<file path="src/rtl/kernel_bram_pingpong_ctrl.sv">
// -----------------------------------------------------------------------------
// kernel_bram_pingpong_ctrl
//
// Double-buffered kernel loader. An AXI-Stream slave fills one BRAM bank with
// one kernel of channel_size words while the convolution datapath reads the
// other bank word by word. The BRAM is simple dual-port, depth 2*2^ADDR_W:
// port A writes at {fill_bank, wptr}, port B reads at {read_bank, rd_ptr}.
//
// Ports
//   clk, Reset        clock; synchronous active-low reset
//   channel_size      words per kernel (1..2^ADDR_W), sampled at load start
//   load_req          level request to load one kernel into the fill bank
//   rd_next           advance the read pointer by one word
//   s_axis_*          AXI-Stream slave carrying kernel words
//   wr_en/addr/data   BRAM port A (registered, one cycle after the handshake)
//   rd_addr           BRAM port B address (registered)
//   rd_valid          read bank holds a complete kernel
//   last_channel      pulse: the accepted rd_next consumed the bank's last word
//   done_loading      pulse: a kernel load completed
//   bank_full         per-bank full flags
//   busy              load FSM not idle
//   tlast_err         sticky TLAST / word-count disagreement
// -----------------------------------------------------------------------------
module kernel_bram_pingpong_ctrl #(
  parameter int DATA_W = 32,
  parameter int ADDR_W = 9
) (
  input  logic              clk,
  input  logic              Reset,
  input  logic [ADDR_W:0]   channel_size,
  input  logic              load_req,
  input  logic              rd_next,
  input  logic [DATA_W-1:0] s_axis_tdata,
  input  logic              s_axis_tvalid,
  input  logic              s_axis_tlast,
  output logic              s_axis_tready,
  output logic              wr_en,
  output logic [ADDR_W:0]   wr_addr,
  output logic [DATA_W-1:0] wr_data,
  output logic [ADDR_W:0]   rd_addr,
  output logic              rd_valid,
  output logic              last_channel,
  output logic              done_loading,
  output logic [1:0]        bank_full,
  output logic              busy,
  output logic              tlast_err
);

  typedef enum logic [1:0] {L_IDLE, L_LOAD, L_DONE} load_state_e;

  localparam logic [ADDR_W:0] SZ_ONE = (ADDR_W+1)'(1);

  load_state_e       state_q, state_d;
  logic              fill_bank_q, fill_bank_d;
  logic              read_bank_q, read_bank_d;
  logic [ADDR_W-1:0] wptr_q, wptr_d;
  logic [ADDR_W-1:0] rd_ptr_q, rd_ptr_d;
  logic [ADDR_W:0]   chsz_q [2];
  logic [ADDR_W:0]   chsz_d [2];
  logic [1:0]        bank_full_q, bank_full_d;
  logic              wr_en_q, wr_en_d;
  logic [ADDR_W:0]   wr_addr_q, wr_addr_d;
  logic [DATA_W-1:0] wr_data_q, wr_data_d;
  logic              last_channel_q, last_channel_d;
  logic              tlast_err_q, tlast_err_d;

  logic handshake;
  logic wptr_last;
  logic rd_last;

  assign s_axis_tready = (state_q == L_LOAD);
  assign handshake     = s_axis_tvalid & s_axis_tready;
  // Compare against size-1 at full width so a 2^ADDR_W kernel ends at the
  // all-ones offset without overflowing the pointer.
  assign wptr_last     = ({1'b0, wptr_q}   == (chsz_q[fill_bank_q] - SZ_ONE));
  assign rd_last       = ({1'b0, rd_ptr_q} == (chsz_q[read_bank_q] - SZ_ONE));

  always_comb begin
    // NOTE: every next-state variable gets a default first, so no path through
    // the case/if tree can leave one unassigned and infer a latch.
    state_d        = state_q;
    fill_bank_d    = fill_bank_q;
    read_bank_d    = read_bank_q;
    wptr_d         = wptr_q;
    rd_ptr_d       = rd_ptr_q;
    chsz_d         = chsz_q;
    bank_full_d    = bank_full_q;
    wr_en_d        = 1'b0;
    wr_addr_d      = wr_addr_q;
    wr_data_d      = wr_data_q;
    last_channel_d = 1'b0;
    tlast_err_d    = tlast_err_q;

    unique case (state_q)
      L_IDLE: begin
        // A full fill bank leaves load_req pending until the reader frees it.
        if (load_req && !bank_full_q[fill_bank_q]) begin
          state_d              = L_LOAD;
          chsz_d[fill_bank_q]  = channel_size;
          wptr_d               = '0;
        end
      end
      L_LOAD: begin
        if (handshake) begin
          wr_en_d   = 1'b1;
          wr_addr_d = {fill_bank_q, wptr_q};
          wr_data_d = s_axis_tdata;
          // The word count alone ends a load; TLAST is only cross-checked.
          if (wptr_last) begin
            state_d = L_DONE;
            if (!s_axis_tlast) tlast_err_d = 1'b1;
          end else begin
            wptr_d = wptr_q + ADDR_W'(1);
            if (s_axis_tlast) tlast_err_d = 1'b1;
          end
        end
      end
      L_DONE: begin
        bank_full_d[fill_bank_q] = 1'b1;
        fill_bank_d              = ~fill_bank_q;
        state_d                  = L_IDLE;
      end
      default: state_d = L_IDLE;
    endcase

    // The bank being freed here is never the one L_DONE marks full, so the
    // two flag updates can share a cycle.
    if (rd_next && bank_full_q[read_bank_q]) begin
      if (rd_last) begin
        rd_ptr_d                 = '0;
        bank_full_d[read_bank_q] = 1'b0;
        read_bank_d              = ~read_bank_q;
        last_channel_d           = 1'b1;
      end else begin
        rd_ptr_d = rd_ptr_q + ADDR_W'(1);
      end
    end
  end

  // NOTE: Reset is sampled on clk only, matching the rest of this codebase;
  // the latched sizes are plain registers, so they are cleared with the rest.
  always_ff @(posedge clk) begin
    if (!Reset) begin
      // NOTE: sequential state uses non-blocking assignments so every
      // register samples the pre-edge values of the others.
      state_q        <= L_IDLE;
      fill_bank_q    <= 1'b0;
      read_bank_q    <= 1'b0;
      wptr_q         <= '0;
      rd_ptr_q       <= '0;
      chsz_q[0]      <= '0;
      chsz_q[1]      <= '0;
      bank_full_q    <= '0;
      wr_en_q        <= 1'b0;
      wr_addr_q      <= '0;
      wr_data_q      <= '0;
      last_channel_q <= 1'b0;
      tlast_err_q    <= 1'b0;
    end else begin
      state_q        <= state_d;
      fill_bank_q    <= fill_bank_d;
      read_bank_q    <= read_bank_d;
      wptr_q         <= wptr_d;
      rd_ptr_q       <= rd_ptr_d;
      chsz_q         <= chsz_d;
      bank_full_q    <= bank_full_d;
      wr_en_q        <= wr_en_d;
      wr_addr_q      <= wr_addr_d;
      wr_data_q      <= wr_data_d;
      last_channel_q <= last_channel_d;
      tlast_err_q    <= tlast_err_d;
    end
  end

  assign wr_en        = wr_en_q;
  assign wr_addr      = wr_addr_q;
  assign wr_data      = wr_data_q;
  assign rd_addr      = {read_bank_q, rd_ptr_q};
  assign rd_valid     = bank_full_q[read_bank_q];
  assign last_channel = last_channel_q;
  assign done_loading = (state_q == L_DONE);
  assign bank_full    = bank_full_q;
  assign busy         = (state_q != L_IDLE);
  assign tlast_err    = tlast_err_q;

endmodule

</file>
<file path="config.mk">
export PLATFORM = sky130hd
export DESIGN_NAME = kernel_bram_pingpong_ctrl
export DESIGN_NICKNAME = d
export VERILOG_FILES = /design/src/rtl/kernel_bram_pingpong_ctrl.sv
export SDC_FILE = /design/constraint.sdc
export NUM_CORES = 1
export LEC_CHECK = 0
export ABC_AREA = 0
export CORE_ASPECT_RATIO = 1.25
export CORE_MARGIN = 5
export CORE_UTILIZATION = 54
export CTS_CLUSTER_DIAMETER = 30
export CTS_CLUSTER_SIZE = 28
export DETAILED_ROUTE_END_ITERATION = 8
export PLACE_DENSITY = 0.86
export SLEW_MARGIN = 20
export SYNTH_ARGS = -nofsm -noshare
export SYNTH_HDL_FRONTEND = slang
export SYNTH_SLANG_ARGS = --single-unit
</file>
<file path="constraint.sdc">
create_clock -name clk -period 8.7 [get_ports clk]
set_clock_uncertainty 0.05 [all_clocks]
set_input_delay 1.74 -clock clk [delete_from_list [all_inputs] [get_ports clk]]
set_output_delay 1.74 -clock clk [all_outputs]
set_load 0.03 [all_outputs]
</file>
Word level (Yosys, flattened, before mapping)

Index checks and enable logic that the tools add are counted.
Widths: inputs -> output; s select.

Register bits after elaboration: 89
Input bits: 48
Output and inout port bits: 61
Logic and storage cells: 93

Add/sub/neg operators: 4
$lt $le $gt $ge: 7
Equality and inequality tests: 9
Mux-type cells: 34
Bitwise operators: 8
Reductions and logical operators: 18

Operators with widths:

| operator              | count |
|---|---|
| $mux 10               | 7 |
| $mux 9                | 4 |
| $bwmux 20             | 1 |
| $eq 9x10->1           | 2 |
| $sub 10x1->10 const B | 2 |
| $add 9x1->9 const B   | 2 |
| $pmux 9 s2            | 1 |
| $mux 2                | 6 |
| $mux 1                | 11 |
| $demux 10 s1          | 1 |
| $reduce_and 2->1      | 5 |
| $reduce_and 4->1      | 2 |
| $ne 2x2->1 const B    | 3 |
| $reduce_bool 2->1     | 3 |
| $logic_and 1x1->1     | 5 |
| $ge 2x2->1 const B    | 2 |
| $lt 1x2->1 const B    | 2 |
| $ne 2x1->1 const B    | 2 |
| $not 1->2             | 2 |
| $pmux 2 s2            | 1 |
| $reduce_and 3->1      | 1 |
| $and 2x2->2           | 1 |
| $demux 1 s1           | 2 |
| $eq 2x1->1 const B    | 1 |
| 9 further kinds       | 11 |

Depth between registers and ports, before layout

Gate-level depths: netlist of the first run.

Depth after elaboration: 9
Mapped depth: 14
Depth with buffers taken out: 9

Worst setup path after synthesis of the first run

No wires, ideal clock.

Path kind: register -> register
Start point: reg fill_bank_q
End point: reg wptr_q[8]
Setup time: 0.072 ns
Data arrival time: 3.411 ns
Required time: 8.578 ns
Path slack: 5.167 ns
Stages on the path, launching flop included: 15
Buffers on the path: 5
Period minus slack after synthesis: 3.533 ns
Cell sequence: dfxtp_1 > buf_2 > buf_2 > buf_2 > buf_1 > mux2i_1 > ha_1 > or4b_2 > nor3_1 > a31o_2 > nor4_1 > and4_1 > buf_2 > nor4_2 > mux2i_1

Longest elaborated chain between the ends: 8
Elaborated cells between the ends (all ways): 13
Those cells by class: add/sub (1); eq/ne (3); mux (5); bitwise (1); reduce/logical (3)

Ends and longest elaborated chain:

| item                                       | line | source |
|---|---|---|
| start, declared                            | 54   | `logic fill_bank_q, fill_bank_d;` |
| start signal, assigned                     | 161  | `fill_bank_q <= fill_bank_d;` |
| $not 1->2 (not written as such)            | 75   | `assign wptr_last = ({1'b0, wptr_q} == (chsz_q[fill_bank_q] - SZ_ONE));` |
| $mux 10 (not written as such) (3 in a row) | 75   |  |
| $sub 10x1->10                              | 75   |  |
| $eq 9x10->1                                | 75   |  |
| $ne 2x2->1 (no line)                       | -    |  |
| $reduce_and 4->1 (no line) (*)             | -    |  |
| end signal, assigned                       | 163  | `wptr_q <= wptr_d;` |
| end, declared                              | 56   | `logic [ADDR_W-1:0] wptr_q, wptr_d;` |

Every way passes the cells marked *; elsewhere a longest branch is shown, timed or not. The select of a mux whose other input is x is not followed.
A chain may end at the register's enable or synchronous reset.

Worst setup path after layout of the first run

Start point: reg read_bank_q
End point: out rd_valid

Longest elaborated chain between the ends: 2

Ends and longest elaborated chain:

| item                                      | line | source |
|---|---|---|
| start, declared                           | 55   | `logic read_bank_q, read_bank_d;` |
| start signal, assigned                    | 162  | `read_bank_q <= read_bank_d;` |
| $mux 1 (not written as such) (2 in a row) | 179  | `assign rd_valid = bank_full_q[read_bank_q];` |
| end, declared                             | 41   | `output logic rd_valid,` |

No other way between the ends. The select of a mux whose other input is x is not followed.

==> summary.md, run 1 <==
| Metric | Value |
|---|---|
| Status | finished clean |
| Final Hold Viols | 0 |
| All-layer global routing usage | 23.5% |
| Tmin final | around 4200 ps |
| Via count | around 4.2k |
| Port Buf Inserts | ~110 |
| Hold path depth | 2 |
| Post-synthesis register bit count | roughly 90 |
| # H-tree levels | 3 |
| CP Buf/Inv Count | 1 |
| VDD IR max | 0.000113 V |
| Insertion delay to the later sink of the worst-skew pair | approximately 360 ps |
| First-pass GRT wire length | between 15 and 20 mm |
| Chip height | approximately 110 µm |
| Cells after Synth | between 500 and 600 |
| Post-layout util | between 70% and 80% |
| 1st-iter DRT viols | about 210 |
| Worst Path Arrival | 2380 ps |
| Area Overhead vs Synth | 29.8% |
| Syn Std Cell Area | between 0.004 and 0.005 mm² |
| Worst-path clk slew | 90 ps |
| Hold Crit Class | reg2reg |
| Final net count | 685 |
| Seq/Total Area, Yosys | approximately 40% |
| GP Congestion | between 0.9 and 1 |
| CTS max path bufs | 2 |
| Slew headroom | 27.5% |
| Initial Util | ~54% |
| Setup TNS | 0 ps |
| Routed WL | around 12 mm |
| Total die area | 0.0101 mm² |
| Distinct cells, synth | 60 |
| CTS tree | done |
| CP required | around 6900 ps |
| IO Pins | roughly 110 |
| # fillers | about 640 |
| Grt ovf | 0 |
| Syn avg cell area | 8.19 µm² |
| Hold path start | wr_data[30] |
| TritonCTS buffer count | 9 |
| # DRC | 0 |
| Avg WL per Cell | approximately 16 µm |
| Dpl ws | around 4800 ps |
| Core box area | a little over 0.008 mm² |
| CTS Sinks | 89 |
| Setup bufs post-CTS | 0 |
| Post-synth EDFFs | 0 |
| PD cells | between 150 and 200 mW/mm² |
| Worst path max stage delay | ~980 ps |
| Setup crit end kind | primary output |
| Internal reg-to-reg setup slack | 5040 ps |
| Crit path max fanout | 23 |
| Vias in the first global route | 4193 |
| RR Startpoint | fill_bank_q |
| Antenna violations before repair | 0 |
| Part of the cycle the worst path needs | between 40% and 50% |
| Worst Slack Setup Final | about 4500 ps |
| End of the worst hold path | wr_data[30] |
| Routed Antenna Nets | 0 |
| Pwr Total | 899 µW |
| Async SR Flop Fraction | 0% |
| Total inserted antenna cells | 0 |
| Post-Syn Nets | slightly below 600 |
| Critical path type | reg2out |
| CP max-delay cell | dfxtp_1 |
| Setup violations, final | 0 |
| HPWL after DPL | roughly 9 mm |
| Share of layout cells above drive strength 1 | 5.49% |
| Startpoint Class | flip-flop |
| First-pass DRT Iterations | 4 |
| Vias per inst | 5.74 |
| Family with the most delay on the worst path | flip-flops |
| Resized cells post-CTS | 0 |
| Root buffer cell | clkbuf_8 |
| P_leak | 2.07 nW |
| Critical-path cell list | mux2_2, clkdlybuf4s50_1 |
| Max-Cap Viols | 0 |
| Slew Limit Fails | 0 |
| RSZ-0062 raised after global routing | false |
| Warnings from Yosys | 0 |
| Reg-to-reg endpoint | wptr_q[8] |
| Slew @ Worst Pin | 1060 ps |
| Fmax | approximately 0.24 GHz |
| Hold_buf cts | 0 |
| FP Rows | 37 |
| Die span in x | about 90 µm |
| Largest net degree at the start of global routing | 70 |
| Depth of the most critical reg-to-reg path | 10 |
| Predominant post-synthesis flop cell | dfxtp_1 |
area by class of cell:
type / instances / area (µm²) / share of cell area, %
inverters: 13 / 48.8 / 0.847
clock inverters: 4 / 76.3 / 1.32
clock buffers: 12 / 145 / 2.52
repair buffers: 112 / 1110 / 19.3
flip-flops and latches: 89 / 1780 / 30.9
multi-input cells: 408 / 2480 / 43.0
well taps: 97 / 121 / 2.11
cells by family (layout without fill, tap and decap cells):
family	after synthesis	after routing	synth area share [%]
adder cells (fa/ha/maj)	4	4	1.13
buffers and inverters	45	141	4.14
AO/OA/AOI/OAI	96	96	13.0
multiplexers	41	41	9.41
AND/OR/NAND/NOR	228	228	24.5
flip-flops	89	89	40.1
XOR/XNOR	39	39	7.69
sequential cells by signal, indices dropped and copies added (netlist names), 2 cells and up:
register,flops
wr_data,32
chsz_q,20
wr_addr,10
rd_ptr_q,9
wptr_q,9
bank_full,2
state_q,2
placed cells by master, fill, tap and decap left out, drive strengths merged, types with 2 or more instances in the layout:
cell type and instances:
bufinv 2, clkinv 2, dfxtp 89, a31oi 7, o21ai 13, and2 3
nor2b 4, xnor2 24, a41oi 2, o211ai 5, clkdlybuf4s50 108, nand3 7
nand4 11, buf 4, o31ai 2, nand2b 2, or4b 2, nor2 47
and4 2, xor2 15, nor3 14, a32oi 3, a21oi 51, inv 12
nor4b 2, nor3b 4, nor4 7, or4 8, o22ai 2, o21a 2
nand2 108, mux2 3, or3 2, ha 4, a211oi 2, mux2i 38
clkbuf 12, or3b 2
worst reg2reg max path, delay by kind of cell, from the launching register on:
family / cells / cell delay [ps]
AOI/OAI and AO/OA: 1 / 140
and+or+nand+nor: 5 / 1610
DFF: 1 / 550
buffers and inverters: 1 / 370
muxes: 2 / 560
adders and majority gates: 1 / 310
cells in the mapped netlist, types with 3 or more instances:
| cell | instances | area, µm² |
|---|---|---|
| nor3_1 | 13 | 65.1 |
| nand3_1 | 7 | 35.0 |
| o211ai_1 | 5 | 37.5 |
| buf_2 | 6 | 30.0 |
| mux2_2 | 3 | 33.8 |
| nor4_1 | 6 | 37.5 |
| a31oi_1 | 7 | 43.8 |
| a21oi_1 | 51 | 255 |
| xnor2_1 | 24 | 210 |
| a32oi_1 | 3 | 26.3 |
| dfxtp_1 | 89 | 1780 |
| nand2_1 | 108 | 405 |
| or4_1 | 7 | 52.6 |
| xor2_1 | 15 | 131 |
| nand4_1 | 11 | 68.8 |
| nor2b_1 | 4 | 25.0 |
| mux2i_1 | 37 | 370 |
| o21ai_0 | 11 | 55.1 |
| nor3b_1 | 4 | 30.0 |
| inv_1 | 12 | 45.0 |
| ha_1 | 4 | 50.1 |
| clkbuf_1 | 23 | 86.3 |
| nor2_1 | 46 | 173 |
stage by stage:
stage / hold slack [ps] / instance area (µm²) / std cells
3_3_place_gp: 393 / 5540 / 719
5_1_grt: 431 / 5760 / 735
6_report: 407 / 5760 / 735
4_1_cts: 409 / 5760 / 735
2_1_floorplan: 415 / 4440 / 542
3_5_place_dp: 400 / 5540 / 719
layer usage:
metal  vias up  part of all wire [%]  GRT usage, %
met2       130                    51          40.8
met4         0                   3.8          11.8
met5         -                     0             0
li1       2054                     -             -
met1      2002                    39          26.7
met3        33                   5.9          5.61
report_power, final:
group          internal [mW]  total [mW]  switching, mW
registers              0.417       0.427         0.0101
clock network          0.171       0.317          0.147
logic                 0.0707       0.154         0.0831
worst max path at each step:
stage	startpoint	endpoint	slack [ps]	cells past startpoint
2_1_floorplan	fill_bank_q	wptr_q[8]	5170	14
3_3_place_gp	s_axis_tvalid	wptr_q[5]	4850	7
3_5_place_dp	s_axis_tvalid	wptr_q[7]	4790	7
4_1_cts	read_bank_q	rd_valid	4530	2
5_1_grt	read_bank_q	rd_valid	4420	2
6_report	read_bank_q	rd_valid	4530	2
Power figures use the tool's default switching activity.
==> run 2: changes to the inputs <==
CORE_UTILIZATION = 45   (was 54)
PLACE_DENSITY = 0.77   (was 0.86)
clock period = 3.35 ns   (was 8.7 ns; I/O delays follow)
==> run 2 against run 1 <==
Sequential share of layout area is 0.90 points lower. Hold slack worse by 2.5 ps. Wire length is 0.98% lower. Critical endpoint is now wptr_q[4]. Worst setup slack worse by 4200 ps. Global-route usage is 3.4 points lower. First-iteration DRC count is 6.8% lower. Register-to-register slack worse by 4700 ps. Highest routed layer unchanged. Non-clock buffer count is 5 higher.
==> summary.md, run 2 (same netlist as run 1, synthesis figures left out) <==
| Metric | Value |
|---|---|
| Status | finished clean |
| Root buffer cell | clkbuf_16 |
| Slew headroom | 49.4% (+22 points) |
| Setup crit end kind | flip-flop |
| GP Congestion | 0.880 (-3.7%) |
| Setup bufs post-CTS | 0 (unchanged) |
| Worst Path Arrival | 3270 ps (+890 ps) |
| IO Pins | 109 (unchanged) |
| Via count | 4154 (-1.5%) |
| Slew @ Worst Pin | 758 ps (-302 ps) |
| Resized cells post-CTS | 0 (unchanged) |
| First-pass GRT wire length | 19.5 mm (-1.9%) |
| Sw frac | 26.1% (-0.61 points) |
| WP depth | 9 (+7) |
| Port Buf Inserts | 108 (unchanged) |
| Family with the most delay on the worst path | simple AND/OR/NAND/NOR gates |
| Hold_buf cts | 0 (unchanged) |
| Avg WL per Cell | 15.4 µm (-5.4%) |
| Sw power | 673 µW (+180%) |
| FP Rows | 40 (+8.1%) |
| CP required | 3590 ps (-3320 ps) |
| Final net count | 690 (+0.73%) |
| VDD IR max | 0.000242 V (+110%) |
| CTS tree | done |
| Largest register FFs | 32 (unchanged) |
| All-layer global routing usage | 20.1% (-3.4 points) |
| Antenna violations before repair | 0 (unchanged) |
| Clk pwr share | 41.3% (+6.0 points) |
| RR Startpoint | fill_bank_q |
| Internal | 1.90 mW (+190%) |
| Routed WL | 11.9 mm (-0.98%) |
| Crit path max fanout | 15 (-35%) |
| Worst setup endpoint | wptr_q[4] |
| Startpoint Class | flip-flop |
| Initial Util | 46.0% (-8.5 points) |
| Grt ovf | 0 (unchanged) |
| PD cells | 434 mW/mm² (+180%) |
| CTS Sinks | 89 (unchanged) |
| Die span in x | 98.9 µm (+8.5%) |
| First-pass DRT Iterations | 4 (unchanged) |
| Worst-path clk slew | 70 ps (-20 ps) |
| Critical-path cell list | mux2i_1, ha_1, or4b_2, nor3_1, a31o_2, nor4_1, and4_1, or4_1, nand2_1 |
| Critical path type | reg2reg |
| Reg-to-reg endpoint | wptr_q[4] |
| Part of the cycle the worst path needs | between 90 and 100% |
| Setup TNS | 0 ps (unchanged) |
| Total die area | 0.0120 mm² (+18%) |
| Chip height | 121 µm (+8.7%) |
| HPWL after DPL | 8.94 mm (+1.1%) |
| Worst path max stage delay | 620 ps (-360 ps) |
| Core box area | 0.00966 mm² (+19%) |
| Vias in the first global route | 4087 (-2.5%) |
| # DRC | 0 (unchanged) |
| Setup crit start | fill_bank_q |
| Vias per inst | 5.40 (-5.9%) |
| Share of layout cells above drive strength 1 | 6.53% (+1.0 points) |
| Most frequent cells in the layout | 108 x nand2_1, 108 x clkdlybuf4s50_1, 89 x dfxtp_1, 51 x a21oi_1, 45 x nor2_1 |
| Total inserted antenna cells | 0 (unchanged) |
| CTS max path bufs | 2 (unchanged) |
| Internal reg-to-reg setup slack | 310 ps (-4730 ps) |
| CP max-delay cell | or4b_2 |
| Tmin final | 3040 ps |
| Dpl ws | 350 ps (-4440 ps) |
| Max-Cap Viols | 0 (unchanged) |
| Largest net degree at the start of global routing | 70 (unchanged) |
| 1st-iter DRT viols | 193 (-6.8%) |
| Slew Limit Fails | 0 (unchanged) |
| CP Buf/Inv Count | 0 (-1) |
| Area Overhead vs Synth | 33.6% |
| P_leak | 2.15 nW (+3.7%) |
| TritonCTS buffer count | 9 (unchanged) |
| Insertion delay to the later sink of the worst-skew pair | 340 ps (-20 ps) |
| Sequential Power Share | 43.1% (-4.5 points) |
| Worst Slack Setup Final | 315 ps (-4220 ps) |
| Combinational share of power | 15.6% (-1.5 points) |
| Routed Antenna Nets | 0 (unchanged) |
| Hold Crit Class | reg2reg |
| Depth of the most critical reg-to-reg path | 9 (-1) |
| Final Hold Viols | 0 (unchanged) |
| RSZ-0062 raised after global routing | false |
| # H-tree levels | 3 (unchanged) |
| Setup violations, final | 0 (unchanged) |
| Fmax | roughly 0.33 GHz |
[run 2: metal layers]
metal	part of all wire (%)	track usage (%)	wire length, µm	up-vias
li1	-	-	-	2073
met2	49	34.7	5850	112
met3	6.9	6.21	815	23
met1	41	22.1	4840	1946
met5	0	0	0	-
met4	3.1	9.99	374	0
[run 2: worst min-delay path by stage]
stage	slack, ps	cells after the start	from	end
2_1_floorplan	420	2	wptr_q[8]	wr_addr[8]
3_3_place_gp	390	2	tlast_err	tlast_err
6_report	400	2	wr_data[27]	wr_data[27]
3_5_place_dp	400	2	wr_data[24]	wr_data[24]
5_1_grt	420	2	wr_data[24]	wr_data[24]
4_1_cts	410	2	wr_data[30]	wr_data[30]
[run 2: cell type report]
type                       instances  area [µm²]
clock buffer                      11         253
clock inverter                     5        67.6
fill                             839        3720
inverter                          13        48.8
multi-input combinational        408        2480
sequential                        89        1780
tap                              126         158
timing repair buffer             117        1150
[run 2: power groups by stage]
stage                     sequential, mW  combinational [mW]  clock [mW]
final                               1.11               0.403        1.06
after global routing                1.11               0.438        1.14
after CTS                           1.11               0.404        1.08
after detailed placement            1.13               0.402           0
after global placement              1.13               0.394           0
after floorplan                     1.16               0.219           0
[run 2: tightest hold or removal path, delay by kind of cell, from the launching register on]
kind            cells  cell delay [ps]
simple gates        1               50
compound gates      1               50
flops               1              310
[run 2: stage by stage]
| stage | area, µm² | total power [mW] | cells | util, % | hold slack, ps |
|---|---|---|---|---|---|
| global route | 5930 | 2.69 | 769 | 61.4 | 419 |
| global placement | 5610 | 1.53 | 753 | 58.1 | 389 |
| detailed placement | 5610 | 1.54 | 753 | 58.1 | 396 |
| CTS | 5930 | 2.60 | 769 | 61.4 | 406 |
| floorplan | 4440 | 1.38 | 542 | - | 415 |
| finish | 5930 | 2.58 | 769 | 61.4 | 404 |
